$ cat src/rtl/imm_ext_pkg.sv
// Shared definitions for the pipelined immediate extender: mode encoding and widths.
package imm_ext_pkg;

    localparam int IMM_MODE_W = 3;

    typedef enum logic [IMM_MODE_W-1:0] {
        ZERO   = 3'd0,
        SIGN   = 3'd1,
        LUI    = 3'd2,
        BRANCH = 3'd3,
        SHAMT  = 3'd4
    } imm_mode_e;

endpackage

$ cat src/rtl/imm_ext_core.sv
// Combinational immediate extension: (imm, mode) -> (ext, err).
// Reserved modes return zero with err set.
module imm_ext_core
    import imm_ext_pkg::*;
#(
    parameter int IN_W      = 16,
    parameter int OUT_W     = 32,
    parameter int BR_SHIFT  = 2,
    parameter int SHAMT_LSB = 6
) (
    input  logic [IN_W-1:0]       imm,
    input  logic [IMM_MODE_W-1:0] mode,
    output logic [OUT_W-1:0]      ext,
    output logic                  err
);

    logic [OUT_W-1:0] sext;

    assign sext = OUT_W'($signed(imm));

    always_comb begin
        ext = '0;
        err = 1'b0;
        case (mode)
            ZERO:    ext = OUT_W'(imm);
            SIGN:    ext = sext;
            LUI:     ext = OUT_W'(imm) << (OUT_W - IN_W);
            BRANCH:  ext = sext << BR_SHIFT;
            SHAMT:   ext = OUT_W'(imm[SHAMT_LSB+4 -: 5]);
            default: err = 1'b1;
        endcase
    end

endmodule

$ cat src/rtl/imm_ext_pipe.sv
// Stallable 1- or 2-stage immediate extender with valid/ready handshake, tag sideband and flush.
// Ready is resolved back-to-front combinationally so a full pipe still accepts one entry per cycle.
module imm_ext_pipe
    import imm_ext_pkg::*;
#(
    parameter int IN_W      = 16,
    parameter int OUT_W     = 32,
    parameter int BR_SHIFT  = 2,
    parameter int SHAMT_LSB = 6,
    parameter int TAG_W     = 5,
    parameter int STAGES    = 2
) (
    input  logic                  clk,
    input  logic                  rst_n,
    input  logic                  flush,
    input  logic                  in_valid,
    output logic                  in_ready,
    input  logic [IN_W-1:0]       in_imm,
    input  logic [IMM_MODE_W-1:0] in_mode,
    input  logic [TAG_W-1:0]      in_tag,
    output logic                  out_valid,
    input  logic                  out_ready,
    output logic [OUT_W-1:0]      out_ext,
    output logic [TAG_W-1:0]      out_tag,
    output logic                  out_err
);

    if (STAGES != 1 && STAGES != 2) begin : g_bad_stages
        $error("imm_ext_pipe: STAGES must be 1 or 2");
    end
    if (OUT_W < IN_W + BR_SHIFT || SHAMT_LSB + 5 > IN_W) begin : g_bad_widths
        $error("imm_ext_pipe: inconsistent width parameters");
    end

    logic                  s1_vld_q,  s1_vld_d;
    logic [IN_W-1:0]       s1_imm_q,  s1_imm_d;
    logic [IMM_MODE_W-1:0] s1_mode_q, s1_mode_d;
    logic [TAG_W-1:0]      s1_tag_q,  s1_tag_d;
    logic                  s1_dn_rdy;
    logic [OUT_W-1:0]      s1_ext;
    logic                  s1_err;

    assign in_ready = !s1_vld_q || s1_dn_rdy;

    // Data only loads on an actual transfer so a stalled entry never changes.
    always_comb begin
        s1_vld_d  = s1_vld_q;
        s1_imm_d  = s1_imm_q;
        s1_mode_d = s1_mode_q;
        s1_tag_d  = s1_tag_q;
        if (in_ready) s1_vld_d = in_valid;
        if (in_valid && in_ready) begin
            s1_imm_d  = in_imm;
            s1_mode_d = in_mode;
            s1_tag_d  = in_tag;
        end
        if (flush) s1_vld_d = 1'b0;
    end

    always_ff @(posedge clk or negedge rst_n) begin
        if (!rst_n) begin
            s1_vld_q  <= 1'b0;
            s1_imm_q  <= '0;
            s1_mode_q <= '0;
            s1_tag_q  <= '0;
        end else begin
            s1_vld_q  <= s1_vld_d;
            s1_imm_q  <= s1_imm_d;
            s1_mode_q <= s1_mode_d;
            s1_tag_q  <= s1_tag_d;
        end
    end

    imm_ext_core #(
        .IN_W      (IN_W),
        .OUT_W     (OUT_W),
        .BR_SHIFT  (BR_SHIFT),
        .SHAMT_LSB (SHAMT_LSB)
    ) u_core (
        .imm  (s1_imm_q),
        .mode (s1_mode_q),
        .ext  (s1_ext),
        .err  (s1_err)
    );

    if (STAGES == 2) begin : g_s2
        logic             s2_vld_q, s2_vld_d;
        logic [OUT_W-1:0] s2_ext_q, s2_ext_d;
        logic [TAG_W-1:0] s2_tag_q, s2_tag_d;
        logic             s2_err_q, s2_err_d;

        assign s1_dn_rdy = !s2_vld_q || out_ready;

        always_comb begin
            s2_vld_d = s2_vld_q;
            s2_ext_d = s2_ext_q;
            s2_tag_d = s2_tag_q;
            s2_err_d = s2_err_q;
            if (s1_dn_rdy) s2_vld_d = s1_vld_q;
            if (s1_vld_q && s1_dn_rdy) begin
                s2_ext_d = s1_ext;
                s2_tag_d = s1_tag_q;
                s2_err_d = s1_err;
            end
            if (flush) s2_vld_d = 1'b0;
        end

        always_ff @(posedge clk or negedge rst_n) begin
            if (!rst_n) begin
                s2_vld_q <= 1'b0;
                s2_ext_q <= '0;
                s2_tag_q <= '0;
                s2_err_q <= 1'b0;
            end else begin
                s2_vld_q <= s2_vld_d;
                s2_ext_q <= s2_ext_d;
                s2_tag_q <= s2_tag_d;
                s2_err_q <= s2_err_d;
            end
        end

        assign out_valid = s2_vld_q;
        assign out_ext   = s2_ext_q;
        assign out_tag   = s2_tag_q;
        assign out_err   = s2_err_q;
    end else begin : g_s1
        // Reset clears s1 to mode ZERO / imm 0, so the outputs read 0 during reset.
        assign s1_dn_rdy = out_ready;
        assign out_valid = s1_vld_q;
        assign out_ext   = s1_ext;
        assign out_tag   = s1_tag_q;
        assign out_err   = s1_err;
    end

endmodule

$ cat config.mk
export PLATFORM = sky130hd
export DESIGN_NAME = imm_ext_pipe
export DESIGN_NICKNAME = d
export VERILOG_FILES = /design/src/rtl/imm_ext_pkg.sv /design/src/rtl/imm_ext_core.sv /design/src/rtl/imm_ext_pipe.sv
export SDC_FILE = /design/constraint.sdc
export NUM_CORES = 1
export LEC_CHECK = 0
export ABC_AREA = 1
export BUFFER_PORTS_ARGS = -buffer_cell sky130_fd_sc_hd__buf_2
export CAP_MARGIN = 10
export CORE_MARGIN = 2
export CORE_UTILIZATION = 57
export CTS_CLUSTER_DIAMETER = 30
export CTS_CLUSTER_SIZE = 8
export DETAILED_ROUTE_END_ITERATION = 10
export PLACE_DENSITY = 0.84
export SYNTH_ARGS = -nofsm -noshare
export SYNTH_HDL_FRONTEND = slang
export SYNTH_SLANG_ARGS = --single-unit
export TNS_END_PERCENT = 100
$ cat constraint.sdc
create_clock -name clk -period 1.7 [get_ports clk]
set_input_delay 0.17 -clock clk [delete_from_list [all_inputs] [get_ports clk]]
set_output_delay 0.17 -clock clk [all_outputs]
set_load 0.03 [all_outputs]
# == Word level (Yosys, flattened, before mapping) ==
# Cells that the tools add are included.
# word_totals
elab_cells,28
register_bits,64
out_inout_bits,40
# classes
n_reduce_logical,10
mux,6
n_eq_ne,4
# op_table
op,n
32-bit one-hot mux with 5 select lines,1
3-bit by 2-bit == test with 1-bit output (second input constant),2
1-bit 2-to-1 mux,5
5-bit OR reduction,1
2-bit nonzero test,2
3-bit by 1-bit == test with 1-bit output (second input constant),1
3-bit == test (second input constant),1
3-bit logical NOT,1
1-bit logical AND,2
1-bit logical NOT,2
1-bit logical OR,2

# == Depth between registers and ports, before layout ==
# Gate-level depths: netlist of the first run.
# logic_depth
depth_word,5
depth_mapped,8

# == Hierarchy ==
# Synthesis of the first run repeated with hierarchy kept, for this count alone.
# hier_totals
hier_cells,390
hier_area_um2,3163.0
# modules_own_cells
mod,cells_per_inst,seq_area_each_um2,instances,area_per_inst_um2
imm_ext_pipe,279,1601.5,1,2563.7
imm_ext_core,111,0.0,1,599.3

# == Least setup slack after synthesis of the first run ==
# OpenSTA, ideal clock, no wires.
# synth_timing
kind,reg2reg
startpoint,"reg g_s2.s2_vld_q, in the netlist out_valid"
endpoint,reg s1_imm_q[7]
n_path_buf,1
arrival_ns,1.160
period_less_slack_ns,1.287
setup_slack_ns,0.413
path_stages_with_launch,5
path_cell_list,dfrtp_1 nand3_4 nand2_4 buf_4 a21oi_1
# synth_via
elab_chain_len,4
# synth_lines
item,line_no,text
start: declaration,imm_ext_pipe.sv:87,"logic s2_vld_q, s2_vld_d;"
start signal: assignment,imm_ext_pipe.sv:115,s2_vld_q <= s2_vld_d;
1-bit logical NOT,imm_ext_pipe.sv:92,assign s1_dn_rdy = !s2_vld_q || out_ready;
1-bit logical OR,imm_ext_pipe.sv:92,
1-bit logical OR,imm_ext_pipe.sv:43,assign in_ready = !s1_vld_q || s1_dn_rdy;
named net in_ready,imm_ext_pipe.sv:17,"output logic in_ready,"
1-bit logical AND,imm_ext_pipe.sv:52,if (in_valid && in_ready) begin
end signal: assignment,imm_ext_pipe.sv:68,s1_imm_q <= s1_imm_d;
end: declaration,imm_ext_pipe.sv:36,"logic [IN_W-1:0] s1_imm_q, s1_imm_d;"
# The timed path passes the listed nets, and every way through them passes these cells.
# A chain may end at the register's enable or synchronous reset.

# == Worst setup path in the final report of the first run ==
# layout_timing
startpoint,reg s1_mode_q[0]
endpoint,"reg g_s2.s2_ext_q[17], in the netlist out_ext[17]"
# layout_via
elab_chain_len,2
# layout_lines
item,line_no,text
start: declaration,imm_ext_pipe.sv:37,"logic [IMM_MODE_W-1:0] s1_mode_q, s1_mode_d;"
start signal: assignment,imm_ext_pipe.sv:69,s1_mode_q <= s1_mode_d;
3-bit == test (tied with other cells),imm_ext_core.sv:24,case (mode)
32-bit one-hot mux with 5 select lines (*),imm_ext_core.sv:24,
end signal: assignment,imm_ext_pipe.sv:116,s2_ext_q <= s2_ext_d;
end: declaration,imm_ext_pipe.sv:88,"logic [OUT_W-1:0] s2_ext_q, s2_ext_d;"
# Mark *: on every way between the ends. The rest lies on a longest branch, timed or not.

==> results of run 1 <==
-- critical path: cells and delay by family (launching register included) --
kind / cells / cell delay (ns)
simple gates: 3 / 0.40
flops: 1 / 0.55
compound gates: 1 / 0.11
buf+inv: 1 / 0.25
-- cells in the final DEF, fill, tap and decap left out, drive strengths merged --
master       synthesis  final
o22ai               11     11
dfrtp               64     64
clkinvlp             0      1
dlygate4sd3          0      2
inv                 26     26
a21oi               24     24
clkbuf               0     12
bufinv               0      1
nand2              117    117
nor2                24     24
clkinv               1      2
nand3               13     13
o21ai               22     22
buf                 17     71
nand4                5      5
o31ai                1      1
-- routing by layer --
metal | vias up | wire [µm] | global-route usage (%)
met5 | - | 0 | 0
met4 | 0 | 80 | 7.41
met3 | 12 | 409 | 8.60
met2 | 78 | 3050 | 38.0
met1 | 1120 | 2760 | 32.7
li1 | 1171 | - | -
-- synth_stat cells (all sizes together) --
library cell  count
nor2             24
nand4             5
nand2           117
nand3            13
o22ai            11
a21oi            24
clkinv            1
o31ai             1
dfrtp            64
o21ai            22
buf              17
inv              26
-- what timing repair did --
action | CTS | global route
hold buffers | 1 | 1
endpoints found under the hold margin | 64 | 1
setup buffers | 0 | 0
-- final cells by class --
type,instances,area share (%)
Clock buffer,12,4.21
Sequential cell,64,46.4
Inverter,27,3.01
Timing Repair Buffer,73,11.8
Multi-Input combinational cell,217,30.7
Clock inverter,3,1.23
Tap cell,70,2.54
-- registers in the layout (all words and copies together), names as in the netlist --
| name | count |
|---|---|
| out_err | 1 |
| out_ext | 32 |
| out_tag | 5 |
| out_valid | 1 |
| s1_imm_q | 16 |
| s1_mode_q | 3 |
| s1_tag_q | 5 |
| s1_vld_q | 1 |
-- power groups by stage --
stage	combinational, W	sequential, W	clock [W]
2_1_floorplan	0.000408	0.00214	0
3_3_place_gp	0.000942	0.00186	0
3_5_place_dp	0.000961	0.00187	0
6_report	0.000964	0.00184	0.00126
4_1_cts	0.000970	0.00184	0.00126
5_1_grt	0.00106	0.00187	0.00133
-- logic make-up (layout without fill, tap and decap cells) --
group	after synthesis	count (layout)	share of synthesized area, %
buffers and inverters	44	115	8.71
AND/OR/NAND/NOR	159	159	23.3
AO/OA/AOI/OAI	58	58	13.0
flip-flops	64	64	54.9
-- per-stage QoR --
step	hold WS (ns)	worst slack (ns)	instance area, µm²	util [%]
2_1_floorplan	-0.126	0.413	2920	-
3_3_place_gp	-0.00817	0.359	3240	64.7
3_5_place_dp	-0.00517	0.296	3240	64.7
4_1_cts	0.0000898	0.280	3440	68.6
5_1_grt	0.0872	0.138	3450	68.8
6_report	0.0667	0.270	3450	68.8
-- path summary, 6_finish.rpt --
path	from	end	slack, ns	cells after the start
worst max-delay path	s1_mode_q[0]$_DFFE_PN0P_	out_ext[17]$_DFFE_PN0P_	0.27	5
worst min-delay path	in_tag[3]	s1_tag_q[3]$_DFFE_PN0P_	0.07	3
max in group asynchronous	rst_n	s1_imm_q[1]$_DFFE_PN0P_	1.11	3
worst min register to register	out_ext[20]$_DFFE_PN0P_	out_ext[20]$_DFFE_PN0P_	0.47	2
min in group asynchronous	rst_n	out_ext[10]$_DFFE_PN0P_	0.17	2
worst max register to register	s1_mode_q[0]$_DFFE_PN0P_	out_ext[17]$_DFFE_PN0P_	0.27	5
==> results.md, run 1 <==
* Status: completed
* Multi-input logic area at 1060 µm²
* DR iter-0 viols at 271
* Placeable Area at 5010 µm²
* Final wirelength at 6300 µm
* # nets final at 421
* # DRC at 0
* Final HPWL DP at 4390 µm
* Via-to-Cell Ratio at 5.11
* Slew Limit Fails at 0
* Port-buffer cells at 68
* Final Setup Violations at 0
* Synth warn at 0
* Initial DRT Pass Iterations at 4
* Syn Area/Cell at 8.97 µm²
* Crit path max-delay cell type: dfrtp_1
* H-tree levels at 3
* Switching Fraction at 33.3%
* Clk pwr share at 31.0%
* Crit-path cells: clkinv_1, nand3_4, o21ai_0, nand2_1, nand2_1
* WS Path Type: reg2reg
* Reg power frac at 45.3%
* Share of post-route cells with drive strength above 1 at 28.8%
* Register area at 1600 µm²
* Setup TNS at 0 ns
* Net Sw Power at 0.00135 W
* CP arrival at 1.67 ns
* Final hold violation count at 0
* Clock slew at reported path FFs at 0.07 ns
* Final worst path period share at 84.1%
* Final Instance Count excl. Fillers at 466
* Register area share after synthesis at 54.9%
* Fmax achieved at 0.699 GHz
* Worst Skew at 0.00890 ns
* Netlist cell types at 26
* RSZ-0062 raised after global routing: no
* Required @ worst endpoint at 1.94 ns
* Initial Util at 58.2%
* Crit path top cell by count: nand2_1
* Synth area leader: dfrtp_1
* Wire length per cell at 13.5 µm
* DR vias at 2381
* GP Congestion at 0.934
* Ports at 69
* Hold Crit Class: in2reg
* Initial antenna violation count at 0
* Clock sink count at 64
* Area Growth Syn to Fin at 18.3%
* Final Total Pwr at 0.00406 W
* Die width at 75.5 µm
* Die H at 75.5 µm
* Site Rows at 26
* First-pass GRT wire length at 10200 µm
* Clock Latency Late Sink at 0.34 ns
* Cells after synthesis at 325
* Final min period at 1.43 ns
* Top cells by area, synth: dfrtp_1 55%, nand2_1 15%, a21oi_1 3.1%, o21ai_2 3.0%, inv_1 3.0%
* Max clock buf depth at 2
* Full die area at 5700 µm²
* Fill cells at 443
* CTS tree: yes
* Max cap viols at 0
* Post-cts sizing count at 0
* Total GRT Usage at 24.4%
* Crit path capture type: register
* CTS Root Cell: clkbuf_8
* Total grt overflow at 0
* ANT nets after route at 0
* Placed insts at 449
* CP max stage delay at 0.55 ns
* Yosys reg bits at 64
* Max IR drop VDD at 0.000679 V
* Vias in the first global route at 2176
* Power Density at 1180 nW/µm²
* Slew @ Worst Pin at 0.493 ns
* Slew HR at 67.1%
* Gate power share at 23.7%
* Diode count at 0
* Total CTS buffers at 9
* Synth Net Count at 354
* CP Max Fanout at 14
* P_int at 0.00271 W
* Largest net degree at the start of global routing at 47
* Leak at 1.90 nW
* Netlist Area Pre-Place at 2920 µm²
* Yosys top cell area share at 54.9%
* Startpoint Class: register
Power figures use the tool's default switching activity.
==> run 2, diff against run 1 <==
- CORE_UTILIZATION: 57 -> 48
- PLACE_DENSITY: 0.84 -> 0.75
- clock period: 1.7 -> 1.3 ns (I/O delays scaled with it)
==> results.md, run 2 (synthesis results as in run 1) <==
* Status: completed
* Number of flip-flops in the largest register at 32 (unchanged)
* Area Growth Syn to Fin at 22.5%
* Clock sink count at 64 (unchanged)
* Share of post-route cells with drive strength above 1 at 31.6% (+2.8 points)
* HP Start: in_imm[11]
* Fmax achieved at 0.816 GHz
* Postcts setup bufs at 0 (unchanged)
* CP max stage delay at 0.42 ns (-0.13 ns)
* Final wirelength at 6530 µm (+3.6%)
* Final Total Pwr at 0.00535 W (+32%)
* Ports at 69 (unchanged)
* # nets final at 430 (+2.1%)
* Die width at 81.9 µm (+8.5%)
* # DRC at 0 (unchanged)
* Die H at 81.9 µm (+8.5%)
* Startpoint Class: register
* Gate power share at 24.8% (+1.1 points)
* Wire length per cell at 13.6 µm (+0.53%)
* First-pass GRT wire length at 10500 µm (+3.2%)
* CP arrival at 1.10 ns (-0.57 ns)
* Max clock buf depth at 2 (unchanged)
* Vias in the first global route at 2331 (+7.1%)
* Final worst path period share at 94.3%
* Internal reg-to-reg setup slack at 0.10 ns (-0.17 ns)
* CTS Root Cell: clkbuf_8
* Total grt overflow at 0 (unchanged)
* Leak at 1.96 nW (+3.1%)
* Initial antenna violation count at 0 (unchanged)
* Initial Util at 49.5% (-8.7 points)
* RR Startpoint: s1_imm_q[15]$_DFFE_PN0P_
* Placeable Area at 5890 µm² (+17%)
* Crit path max-delay cell type: dfrtp_1
* RSZ-0062 raised after global routing: no
* Via-to-Cell Ratio at 5.02 (-1.7%)
* WS Path Type: reg2out
* Final min period at 1.23 ns
* Crit-path cells: nand3_4, buf_2
* Final hold violation count at 0 (unchanged)
* Most common cell after layout, fill and taps aside: nand2_1
* Max cap viols at 0 (unchanged)
* Final Setup Violations at 0 (unchanged)
* ANT nets after route at 0 (unchanged)
* DR iter-0 viols at 166 (-39%)
* Site Rows at 28 (+7.7%)
* Clk pwr share at 30.3% (-0.7 points)
* Power Density at 1500 nW/µm² (+27%)
* Most frequent cells in the layout: 113 x nand2_1, 68 x buf_2, 61 x dfrtp_1
* Switching Fraction at 33.0% (-0.23 points)
* Clock Latency Late Sink at 0.34 ns (about the same)
* Required @ worst endpoint at 1.17 ns (-0.77 ns)
* Net Sw Power at 0.00177 W (+31%)
* Diode count at 0 (unchanged)
* CTS tree: yes
* Setup TNS at 0 ns (unchanged)
* Total GRT Usage at 21.2% (-3.2 points)
* Slew HR at 73.3% (+6.2 points)
* Final HPWL DP at 4580 µm (+4.3%)
* Slew @ Worst Pin at 0.400 ns (-0.0930 ns)
* H-tree levels at 3 (unchanged)
* Clock slew at reported path FFs at 0.07 ns (about the same)
* Max IR drop VDD at 0.000735 V (+8.2%)
* Largest net degree at the start of global routing at 33 (-30%)
* Slew Limit Fails at 0 (unchanged)
* Port-buffer cells at 68 (unchanged)
* Total CTS buffers at 9 (unchanged)
* Reg power frac at 45.0% (-0.3 points)
* CP Max Fanout at 5 (-9)
* DR vias at 2410 (+1.2%)
* Final core utilization at 60.7% (-8.1 points)
* Initial DRT Pass Iterations at 4 (unchanged)
* P_int at 0.00358 W (+32%)
* Smallest hold slack at 0.0255 ns (-0.0412 ns)
* Hold Crit Class: in2reg
* Worst setup path startpoint: s1_vld_q$_DFFE_PN0P_
* GP Congestion at 0.888 (-5.0%)
* Crit path capture type: output pin
* Worst Skew at 0.00561 ns (-0.00329 ns)
* Full die area at 6710 µm² (+18%)
[run 2: cell types whose count changed in the layout (fill, tap and decap cells not counted), moves of 2 or more]
cell | previous run | this run
buf_4 | 1 | 7
buf_12 | 2 | 5
dfrtp_1 | 64 | 61
dfrtp_2 | 0 | 3
clkinv_2 | 1 | 3
[run 2: metal layers]
| layer | vias up | track usage [%] | part of all wire (%) |
|---|---|---|---|
| met5 | - | 0 | 0 |
| met4 | 0 | 10.7 | 2.7 |
| met3 | 17 | 6.04 | 5.0 |
| met2 | 73 | 32.9 | 48 |
| met1 | 1128 | 27.2 | 45 |
| li1 | 1192 | - | - |
[run 2: layout make-up]
class	instances	area, µm²
flip-flops and latches	64	1610
multi-input cells	217	1070
repair buffers	82	513
clock inverters	4	45.0
clock buffers	11	141
well taps	75	93.8
fillers	519	2310
inverters	27	106
[run 2: critical path, delay by kind of cell, from the launching register on]
kind	cells	cell delay, ns
and+or+nand+nor	1	0.13
buffers and inverters	1	0.21
DFF	1	0.42
[run 2: worst paths after layout]
kind	end	cells after the start
hold / removal	s1_imm_q[11]$_DFFE_PN0P_	3
setup / recovery	in_ready	2
min in group asynchronous	s1_imm_q[15]$_DFFE_PN0P_	2
setup reg to reg	out_ext[18]$_DFFE_PN0P_	6
hold reg to reg	out_ext[9]$_DFFE_PN0P_	2
max in group asynchronous	s1_mode_q[2]$_DFFE_PN0P_	3
[run 2: stage by stage]
stage | cell area (µm²) | worst slack (ns) | cells
4_1_cts | 3560 | 0.0568 | 480
5_1_grt | 3570 | 0.000546 | 480
2_1_floorplan | 2920 | 0.0132 | 325
3_5_place_dp | 3350 | 0.0715 | 463
3_3_place_gp | 3350 | 0.0917 | 463
6_report | 3570 | 0.0741 | 480
[run 2: power by group through the flow]
stage	sequential (W)	clock, W	combinational, W
5_1_grt	0.00243	0.00173	0.00146
3_3_place_gp	0.00242	0	0.00130
4_1_cts	0.00240	0.00166	0.00133
6_report	0.00241	0.00162	0.00133
3_5_place_dp	0.00243	0	0.00132
2_1_floorplan	0.00279	0	0.000533
[run 2: repair_timing]
action                                  CTS  global route
hold buffers                              2             0
endpoints found under the setup margin    0            18
gates resized for setup                   0             7
endpoints found under the hold margin    16             0
